$ cat config.mk
export PLATFORM = sky130hd
export DESIGN_NAME = systolic_sequencer_flat
export DESIGN_NICKNAME = d
export VERILOG_FILES = /design/src/rtl/systolic_sequencer_if.sv /design/src/rtl/systolic_sequencer.sv /design/src/flat_wrapper.sv
export SDC_FILE = /design/constraint.sdc
export NUM_CORES = 1
export LEC_CHECK = 0
export CAP_MARGIN = 20
export CORE_MARGIN = 4
export CORE_UTILIZATION = 36
export DETAILED_ROUTE_END_ITERATION = 10
export GPL_TIMING_DRIVEN = 0
export PLACE_DENSITY = 0.69
export SYNTH_ARGS = -nofsm -noshare
export SYNTH_HDL_FRONTEND = slang
export SYNTH_SLANG_ARGS = --single-unit
$ cat constraint.sdc
create_clock -name clk -period 2.6 [get_ports clk]
set_input_delay 0.65 -clock clk [delete_from_list [all_inputs] [get_ports clk]]
set_output_delay 0.65 -clock clk [all_outputs]
set_load 0.02 [all_outputs]
$ cat src/rtl/systolic_sequencer_if.sv
// Bundle between the job/stream source, the sequencer and the 2x2 systolic array.
// The slave modport is the sequencer's view; the master modport is the environment's.
interface systolic_sequencer_if #(
  parameter int DATA_WIDTH = 8,
  parameter int MAX_VECS   = 16
);
  localparam int CW = $clog2(MAX_VECS + 1);

  logic                  cfg_valid;
  logic                  cfg_ready;
  logic [DATA_WIDTH-1:0] cfg_w00;
  logic [DATA_WIDTH-1:0] cfg_w01;
  logic [DATA_WIDTH-1:0] cfg_w10;
  logic [DATA_WIDTH-1:0] cfg_w11;
  logic [CW-1:0]         cfg_count;

  logic                  in_valid;
  logic                  in_ready;
  logic [DATA_WIDTH-1:0] in_x0;
  logic [DATA_WIDTH-1:0] in_x1;

  logic                  arr_load_weights;
  logic                  arr_start;
  logic [DATA_WIDTH-1:0] arr_w00;
  logic [DATA_WIDTH-1:0] arr_w01;
  logic [DATA_WIDTH-1:0] arr_w10;
  logic [DATA_WIDTH-1:0] arr_w11;
  logic [DATA_WIDTH-1:0] arr_x0;
  logic [DATA_WIDTH-1:0] arr_x1;
  logic [DATA_WIDTH-1:0] arr_y0;
  logic [DATA_WIDTH-1:0] arr_y1;

  logic                  out_valid;
  logic [DATA_WIDTH-1:0] out_y0;
  logic [DATA_WIDTH-1:0] out_y1;
  logic                  done;

  modport slave (
    input  cfg_valid, cfg_w00, cfg_w01, cfg_w10, cfg_w11, cfg_count,
    input  in_valid, in_x0, in_x1,
    input  arr_y0, arr_y1,
    output cfg_ready, in_ready,
    output arr_load_weights, arr_start,
    output arr_w00, arr_w01, arr_w10, arr_w11, arr_x0, arr_x1,
    output out_valid, out_y0, out_y1, done
  );

  modport master (
    output cfg_valid, cfg_w00, cfg_w01, cfg_w10, cfg_w11, cfg_count,
    output in_valid, in_x0, in_x1,
    output arr_y0, arr_y1,
    input  cfg_ready, in_ready,
    input  arr_load_weights, arr_start,
    input  arr_w00, arr_w01, arr_w10, arr_w11, arr_x0, arr_x1,
    input  out_valid, out_y0, out_y1, done
  );
endinterface

$ cat src/rtl/systolic_sequencer.sv
// Job sequencer for the 2x2 weight-stationary array: loads weights, skews lane 1
// by one cycle, and realigns the staggered y0/y1 outputs into one result strobe.
//
// state   | meaning
// IDLE    | waiting for a job, cfg_ready high
// LOAD    | one-cycle weight load pulse to the array
// FEED    | accepting input vectors until the job total is reached
// DRAIN   | waiting for the last in-flight result to be issued
// DONE    | one-cycle end-of-job pulse
module systolic_sequencer #(
  parameter int DATA_WIDTH = 8,
  parameter int MAX_VECS   = 16
) (
  input logic            clk,
  input logic            reset,
  systolic_sequencer_if.slave bus
);
  localparam int            CW      = $clog2(MAX_VECS + 1);
  localparam logic [CW-1:0] MAX_CNT = CW'(MAX_VECS);

  typedef enum logic [2:0] {
    S_IDLE,
    S_LOAD,
    S_FEED,
    S_DRAIN,
    S_DONE
  } state_t;

  state_t r_state, w_state_nxt;

  logic [CW-1:0]         r_total, r_acc_cnt, w_cnt_clamped;
  logic                  w_cfg_ready, w_in_ready, w_load, w_start, w_done;
  logic                  w_cfg_fire, w_in_fire;
  logic [DATA_WIDTH-1:0] r_w00, r_w01, r_w10, r_w11;
  logic [DATA_WIDTH-1:0] r_x0, r_x1_d, r_x1;
  logic [3:0]            r_tag;
  logic [DATA_WIDTH-1:0] r_y0_hold, r_out_y0, r_out_y1;
  logic                  r_out_valid;

  assign w_cnt_clamped = (bus.cfg_count > MAX_CNT) ? MAX_CNT : bus.cfg_count;
  assign w_cfg_fire    = bus.cfg_valid && w_cfg_ready;
  assign w_in_fire     = bus.in_valid && w_in_ready;

  always_comb begin
    w_state_nxt = r_state;
    w_cfg_ready = 1'b0;
    w_in_ready  = 1'b0;
    w_load      = 1'b0;
    w_start     = 1'b0;
    w_done      = 1'b0;
    case (r_state)
      S_IDLE: begin
        w_cfg_ready = 1'b1;
        if (bus.cfg_valid) begin
          w_state_nxt = (w_cnt_clamped == '0) ? S_DONE : S_LOAD;
        end
      end
      S_LOAD: begin
        w_load      = 1'b1;
        w_state_nxt = S_FEED;
      end
      S_FEED: begin
        w_in_ready = 1'b1;
        w_start    = 1'b1;
        if (bus.in_valid && (r_acc_cnt + CW'(1) == r_total)) begin
          w_state_nxt = S_DRAIN;
        end
      end
      S_DRAIN: begin
        w_start = 1'b1;
        // the strobe in flight with an empty tag pipe is the job's last result
        if (r_out_valid && (r_tag == '0)) begin
          w_state_nxt = S_DONE;
        end
      end
      S_DONE: begin
        w_done      = 1'b1;
        w_state_nxt = S_IDLE;
      end
      default: w_state_nxt = S_IDLE;
    endcase
  end

  always_ff @(posedge clk) begin
    if (reset) begin
      r_state   <= S_IDLE;
      r_total   <= '0;
      r_acc_cnt <= '0;
      r_w00     <= '0;
      r_w01     <= '0;
      r_w10     <= '0;
      r_w11     <= '0;
    end else begin
      r_state <= w_state_nxt;
      if (w_cfg_fire) begin
        r_w00     <= bus.cfg_w00;
        r_w01     <= bus.cfg_w01;
        r_w10     <= bus.cfg_w10;
        r_w11     <= bus.cfg_w11;
        r_total   <= w_cnt_clamped;
        r_acc_cnt <= '0;
      end else if (w_in_fire) begin
        r_acc_cnt <= r_acc_cnt + CW'(1);
      end
    end
  end

  // Lane 1 trails lane 0 by one cycle; bubbles push zeros and no tag.
  always_ff @(posedge clk) begin
    if (reset) begin
      r_x0        <= '0;
      r_x1_d      <= '0;
      r_x1        <= '0;
      r_tag       <= '0;
      r_y0_hold   <= '0;
      r_out_valid <= 1'b0;
      r_out_y0    <= '0;
      r_out_y1    <= '0;
    end else begin
      r_x0        <= w_in_fire ? bus.in_x0 : '0;
      r_x1_d      <= w_in_fire ? bus.in_x1 : '0;
      r_x1        <= r_x1_d;
      r_tag       <= {r_tag[2:0], w_in_fire};
      r_out_valid <= r_tag[3];
      if (r_tag[2]) begin
        r_y0_hold <= bus.arr_y0;
      end
      if (r_tag[3]) begin
        r_out_y0 <= r_y0_hold;
        r_out_y1 <= bus.arr_y1;
      end
    end
  end

  assign bus.cfg_ready        = w_cfg_ready;
  assign bus.in_ready         = w_in_ready;
  assign bus.arr_load_weights = w_load;
  assign bus.arr_start        = w_start;
  assign bus.done             = w_done;
  assign bus.arr_w00          = r_w00;
  assign bus.arr_w01          = r_w01;
  assign bus.arr_w10          = r_w10;
  assign bus.arr_w11          = r_w11;
  assign bus.arr_x0           = r_x0;
  assign bus.arr_x1           = r_x1;
  assign bus.out_valid        = r_out_valid;
  assign bus.out_y0           = r_out_y0;
  assign bus.out_y1           = r_out_y1;
endmodule

$ cat src/flat_wrapper.sv
// flat-port wrapper written by rule: the top's interface ports become plain ports
module systolic_sequencer_flat 
#(
  parameter int DATA_WIDTH = 8,
  parameter int MAX_VECS   = 16
)
  (clk, reset, bus_cfg_valid, bus_cfg_w00, bus_cfg_w01, bus_cfg_w10, bus_cfg_w11, bus_cfg_count, bus_in_valid, bus_in_x0, bus_in_x1, bus_arr_y0, bus_arr_y1, bus_cfg_ready, bus_in_ready, bus_arr_load_weights, bus_arr_start, bus_arr_w00, bus_arr_w01, bus_arr_w10, bus_arr_w11, bus_arr_x0, bus_arr_x1, bus_out_valid, bus_out_y0, bus_out_y1, bus_done);
  systolic_sequencer_if #(.DATA_WIDTH(DATA_WIDTH), .MAX_VECS(MAX_VECS)) bus_i ();
  input logic clk;
  input logic reset;
  input wire logic [$bits(bus_i.cfg_valid)-1:0] bus_cfg_valid;
  input wire logic [$bits(bus_i.cfg_w00)-1:0] bus_cfg_w00;
  input wire logic [$bits(bus_i.cfg_w01)-1:0] bus_cfg_w01;
  input wire logic [$bits(bus_i.cfg_w10)-1:0] bus_cfg_w10;
  input wire logic [$bits(bus_i.cfg_w11)-1:0] bus_cfg_w11;
  input wire logic [$bits(bus_i.cfg_count)-1:0] bus_cfg_count;
  input wire logic [$bits(bus_i.in_valid)-1:0] bus_in_valid;
  input wire logic [$bits(bus_i.in_x0)-1:0] bus_in_x0;
  input wire logic [$bits(bus_i.in_x1)-1:0] bus_in_x1;
  input wire logic [$bits(bus_i.arr_y0)-1:0] bus_arr_y0;
  input wire logic [$bits(bus_i.arr_y1)-1:0] bus_arr_y1;
  output wire logic [$bits(bus_i.cfg_ready)-1:0] bus_cfg_ready;
  output wire logic [$bits(bus_i.in_ready)-1:0] bus_in_ready;
  output wire logic [$bits(bus_i.arr_load_weights)-1:0] bus_arr_load_weights;
  output wire logic [$bits(bus_i.arr_start)-1:0] bus_arr_start;
  output wire logic [$bits(bus_i.arr_w00)-1:0] bus_arr_w00;
  output wire logic [$bits(bus_i.arr_w01)-1:0] bus_arr_w01;
  output wire logic [$bits(bus_i.arr_w10)-1:0] bus_arr_w10;
  output wire logic [$bits(bus_i.arr_w11)-1:0] bus_arr_w11;
  output wire logic [$bits(bus_i.arr_x0)-1:0] bus_arr_x0;
  output wire logic [$bits(bus_i.arr_x1)-1:0] bus_arr_x1;
  output wire logic [$bits(bus_i.out_valid)-1:0] bus_out_valid;
  output wire logic [$bits(bus_i.out_y0)-1:0] bus_out_y0;
  output wire logic [$bits(bus_i.out_y1)-1:0] bus_out_y1;
  output wire logic [$bits(bus_i.done)-1:0] bus_done;
  assign bus_i.cfg_valid = bus_cfg_valid;
  assign bus_i.cfg_w00 = bus_cfg_w00;
  assign bus_i.cfg_w01 = bus_cfg_w01;
  assign bus_i.cfg_w10 = bus_cfg_w10;
  assign bus_i.cfg_w11 = bus_cfg_w11;
  assign bus_i.cfg_count = bus_cfg_count;
  assign bus_i.in_valid = bus_in_valid;
  assign bus_i.in_x0 = bus_in_x0;
  assign bus_i.in_x1 = bus_in_x1;
  assign bus_i.arr_y0 = bus_arr_y0;
  assign bus_i.arr_y1 = bus_arr_y1;
  assign bus_cfg_ready = bus_i.cfg_ready;
  assign bus_in_ready = bus_i.in_ready;
  assign bus_arr_load_weights = bus_i.arr_load_weights;
  assign bus_arr_start = bus_i.arr_start;
  assign bus_arr_w00 = bus_i.arr_w00;
  assign bus_arr_w01 = bus_i.arr_w01;
  assign bus_arr_w10 = bus_i.arr_w10;
  assign bus_arr_w11 = bus_i.arr_w11;
  assign bus_arr_x0 = bus_i.arr_x0;
  assign bus_arr_x1 = bus_i.arr_x1;
  assign bus_out_valid = bus_i.out_valid;
  assign bus_out_y0 = bus_i.out_y0;
  assign bus_out_y1 = bus_i.out_y1;
  assign bus_done = bus_i.done;
  systolic_sequencer #(.DATA_WIDTH(DATA_WIDTH), .MAX_VECS(MAX_VECS)) u_core (.clk(clk), .reset(reset), .bus(bus_i));
endmodule
==> results_dict.tcl <==
set metrics [dict create \
    antennaDiodeCount 0 \
    layout.nets 587 \
    p_leak_nw 1.90 \
    die_h_um 106 \
    netlist_instances 361 \
    yosysWarnings 0 \
    first_pass_iters 4 \
    worstPathRequired_ns 1.95 \
    syn_to_final_growth_pct 51.6 \
    synth_top_area_cell "dfxtp_1" \
    place_area_mm2 0.00500 \
    yosysUniqueCellTypes 30 \
    max-clock-path-buffers 2 \
    io_pins 143 \
    holdWs_ns 0.444 \
    htreeDepth 3 \
    grt_overflow_total 0 \
    synthArstFlopShare_pct 0 \
    wl_per_cell_um 13.0 \
    io_buffers 141 \
    fmax_mhz 424 \
    antenna_found_initial 0 \
    critPathSlowestCell "clkdlybuf4s50_1" \
    worstSkewPairLatency_ns 0.36 \
    syn_area_per_cell_um2 9.50 \
    grt_max_degree 19 \
    netlist.area_leader.share_pct 57.2 \
    dpl.cell_count 631 \
    drcViolationCount 0 \
    arrival_ns 1.71 \
    grt_setup_unrepaired "false" \
    finalSetupViolCount 0 \
    setup_tns_ns 0 \
    core_mm2 0.00924 \
    synth_edf_count 0 \
    vdd.ir_drop.worst_mv 0.320 \
    pre_cts_ws_ns 0.287 \
    crit_chain "buf_2, nor2b_1, clkdlybuf4s50_1" \
    fin_area_mm2 0.00520 \
    syn-cell-area_mm2 0.00343 \
    drv_cap 0 \
    regArea_mm2 0.00196 \
    synth.area.top_cells "dfxtp_1, nand2_1, mux2i_1, a21oi_1, and2_1" \
    gr-usage-all-layers_pct 14.9 \
    via_count 2896 \
    synth_ff_type "dfxtp_1" \
    synth_nets 435 \
    multi_input_area_mm2 0.00134 \
    final_cells 647 \
    max_slew.worst_pin.slew_ns 0.487 \
    finClkSkew_ns 0.0109 \
    synth.most_common_cell "dfxtp_1" \
    crit_type "reg2out" \
    totalWireLength_um 8410 \
    min_period_over_period_pct 90.7 \
    dp_hpwl_um 6380 \
    status "finished, final reports clean" \
    drtAntennaViolNets 0 \
    grt_pass1_wl_um 13600 \
    hp-class "reg2reg" \
    clock-sinks 98 \
    clk_pin_slew_ns 0.10 \
    grt_pass1_vias 2839 \
    cp_num_buf_inv 2 \
    place_congestion 0.746 \
    drive_gt1_share_pct 6.37 \
    fill_cells 835 \
    cts-root-buf "clkbuf_8" \
    hold_violations 0 \
    dieWidth_um 106 \
    start_util_pct 37.1 \
    tritoncts "yes" \
    cts_inserted_buffers 9 \
    first_iter_violations 62 \
    crit_family "buffers and inverters" \
    dieArea_mm2 0.0111 \
    ys_seq_elements 98 \
    cp-start-kind "flip-flop" \
    cts_setup_buffers 0 \
    max_slew_margin_pct 67.4 \
    synth_seq_area_share_pct 57.2 \
    endpoint_kind "output port" \
    setup_slack_ns 0.241 \
    powerDensity_mw_per_mm2 571 \
    max_stage_delay_ns 0.62 \
    crit_fanout 10 \
    period_needed_ns 2.36 \
    core.rowCount 35 \
    synth_common_cells "dfxtp_1, nand2_1, a21oi_1, nor2_1, mux2i_1" \
    vias_per_cell 4.48 \
    slew_viol_final 0 \
]
-- per-stage QoR --
step                util, %  power (mW)
CTS                    56.2        3.01
global route           56.2        3.10
detailed placement     54.1        2.05
finish                 56.2        2.97
global placement       54.1        2.04
floorplan                 -        1.81
-- placed cells by master (no fill, tap or decap) --
cell | synthesis | layout
dfxtp_1 | 98 | 98
buf_6 | 1 | 1
clkdlybuf4s50_1 | 0 | 140
and4bb_2 | 1 | 1
nor2b_1 | 14 | 14
inv_6 | 0 | 2
nand2_1 | 73 | 73
inv_8 | 0 | 2
xnor2_1 | 7 | 7
and3b_1 | 1 | 1
nor3b_1 | 3 | 3
or4_1 | 1 | 1
xor2_1 | 2 | 2
nor4_1 | 1 | 1
buf_2 | 9 | 9
ha_1 | 1 | 1
o21ai_0 | 4 | 4
nor3_4 | 1 | 1
nand4_1 | 1 | 1
a21oi_1 | 37 | 37
nand3_1 | 2 | 2
dlymetal6s2s_1 | 0 | 1
mux2i_1 | 25 | 25
a32oi_1 | 1 | 1
a31oi_1 | 2 | 2
nand3b_1 | 4 | 4
o2bb2ai_1 | 1 | 1
clkbuf_1 | 8 | 8
or3_1 | 1 | 1
and2_1 | 19 | 19
buf_4 | 5 | 5
nand4bb_1 | 1 | 1
clkbuf_8 | 0 | 10
clkinvlp_4 | 0 | 1
clkinv_4 | 0 | 1
nor2_1 | 30 | 30
nor3_1 | 7 | 7
-- logic make-up after synthesis --
kind of cell / after synthesis / synth area share (%)
and+or+nand+nor: 160 / 22.3
DFF: 98 / 57.2
AOI/OAI and AO/OA: 45 / 6.86
muxes: 25 / 7.30
buffers and inverters: 23 / 3.61
xor gates and xnor gates: 9 / 2.30
adders and majority gates: 1 / 0.365
-- flip-flops by register name, summed over array words and instances (netlist names) --
register and flops:
u_core.bus.arr_w01 8, u_core.bus.out_y1 8, u_core.bus.arr_w11 8, u_core.r_y0_hold 8
u_core.bus.arr_w00 8, u_core.r_total 5, u_core.r_acc_cnt 5, u_core.bus.arr_w10 8
u_core.r_state 3, u_core.r_x1_d 8, u_core.bus.arr_x0 8, u_core.r_tag 4
u_core.bus.out_y0 8, u_core.bus.arr_x1 8, u_core.bus.out_valid 1
-- layout make-up --
class	instances	share of cell area, %
multi-input combinational	240	25.8
clock inverter	6	1.08
clock buffer	10	2.65
sequential	98	37.7
buffer	23	2.38
timing repair buffer	141	27.2
tap	129	3.11
-- what timing repair did --
item | 4_1_cts | 5_1_grt
gates resized for setup | 0 | 1
endpoints found under the setup margin | 0 | 1
hold buffers | 0 | 0
endpoints found under the hold margin | 0 | 0
-- worst paths after layout --
| check | start | endpoint | slack (ns) | cells past startpoint |
|---|---|---|---|---|
| max | u_core.r_state[1]$_SDFFE_PP0P_ | bus_arr_start | 0.24 | 3 |
| min | u_core.r_x1_d[7]$_SDFF_PP0_ | u_core.bus.arr_x1[7]$_SDFF_PP0_ | 0.44 | 1 |
| max reg2reg | u_core.r_state[2]$_SDFFE_PP0P_ | u_core.r_x1_d[4]$_SDFF_PP0_ | 0.99 | 4 |
| min reg2reg | u_core.r_x1_d[7]$_SDFF_PP0_ | u_core.bus.arr_x1[7]$_SDFF_PP0_ | 0.44 | 1 |
-- power by group --
part | leakage (nW) | internal (mW) | switching (mW) | total [mW]
clock | 0.0973 | 0.397 | 0.567 | 0.964
sequential | 0.795 | 1.55 | 0.0234 | 1.57
combinational | 1.01 | 0.232 | 0.200 | 0.432
total | 1.90 | 2.18 | 0.790 | 2.97
-- metal layers --
layer / global-route usage, % / part of all wire, % / vias up
met5: 0 / 0 / -
met4: 3.89 / 1.0 / 0
met3: 6.31 / 8.9 / 9
met2: 25.3 / 47 / 96
met1: 17.4 / 43 / 1307
li1: - / - / 1484
Power figures use the tool's default switching activity.
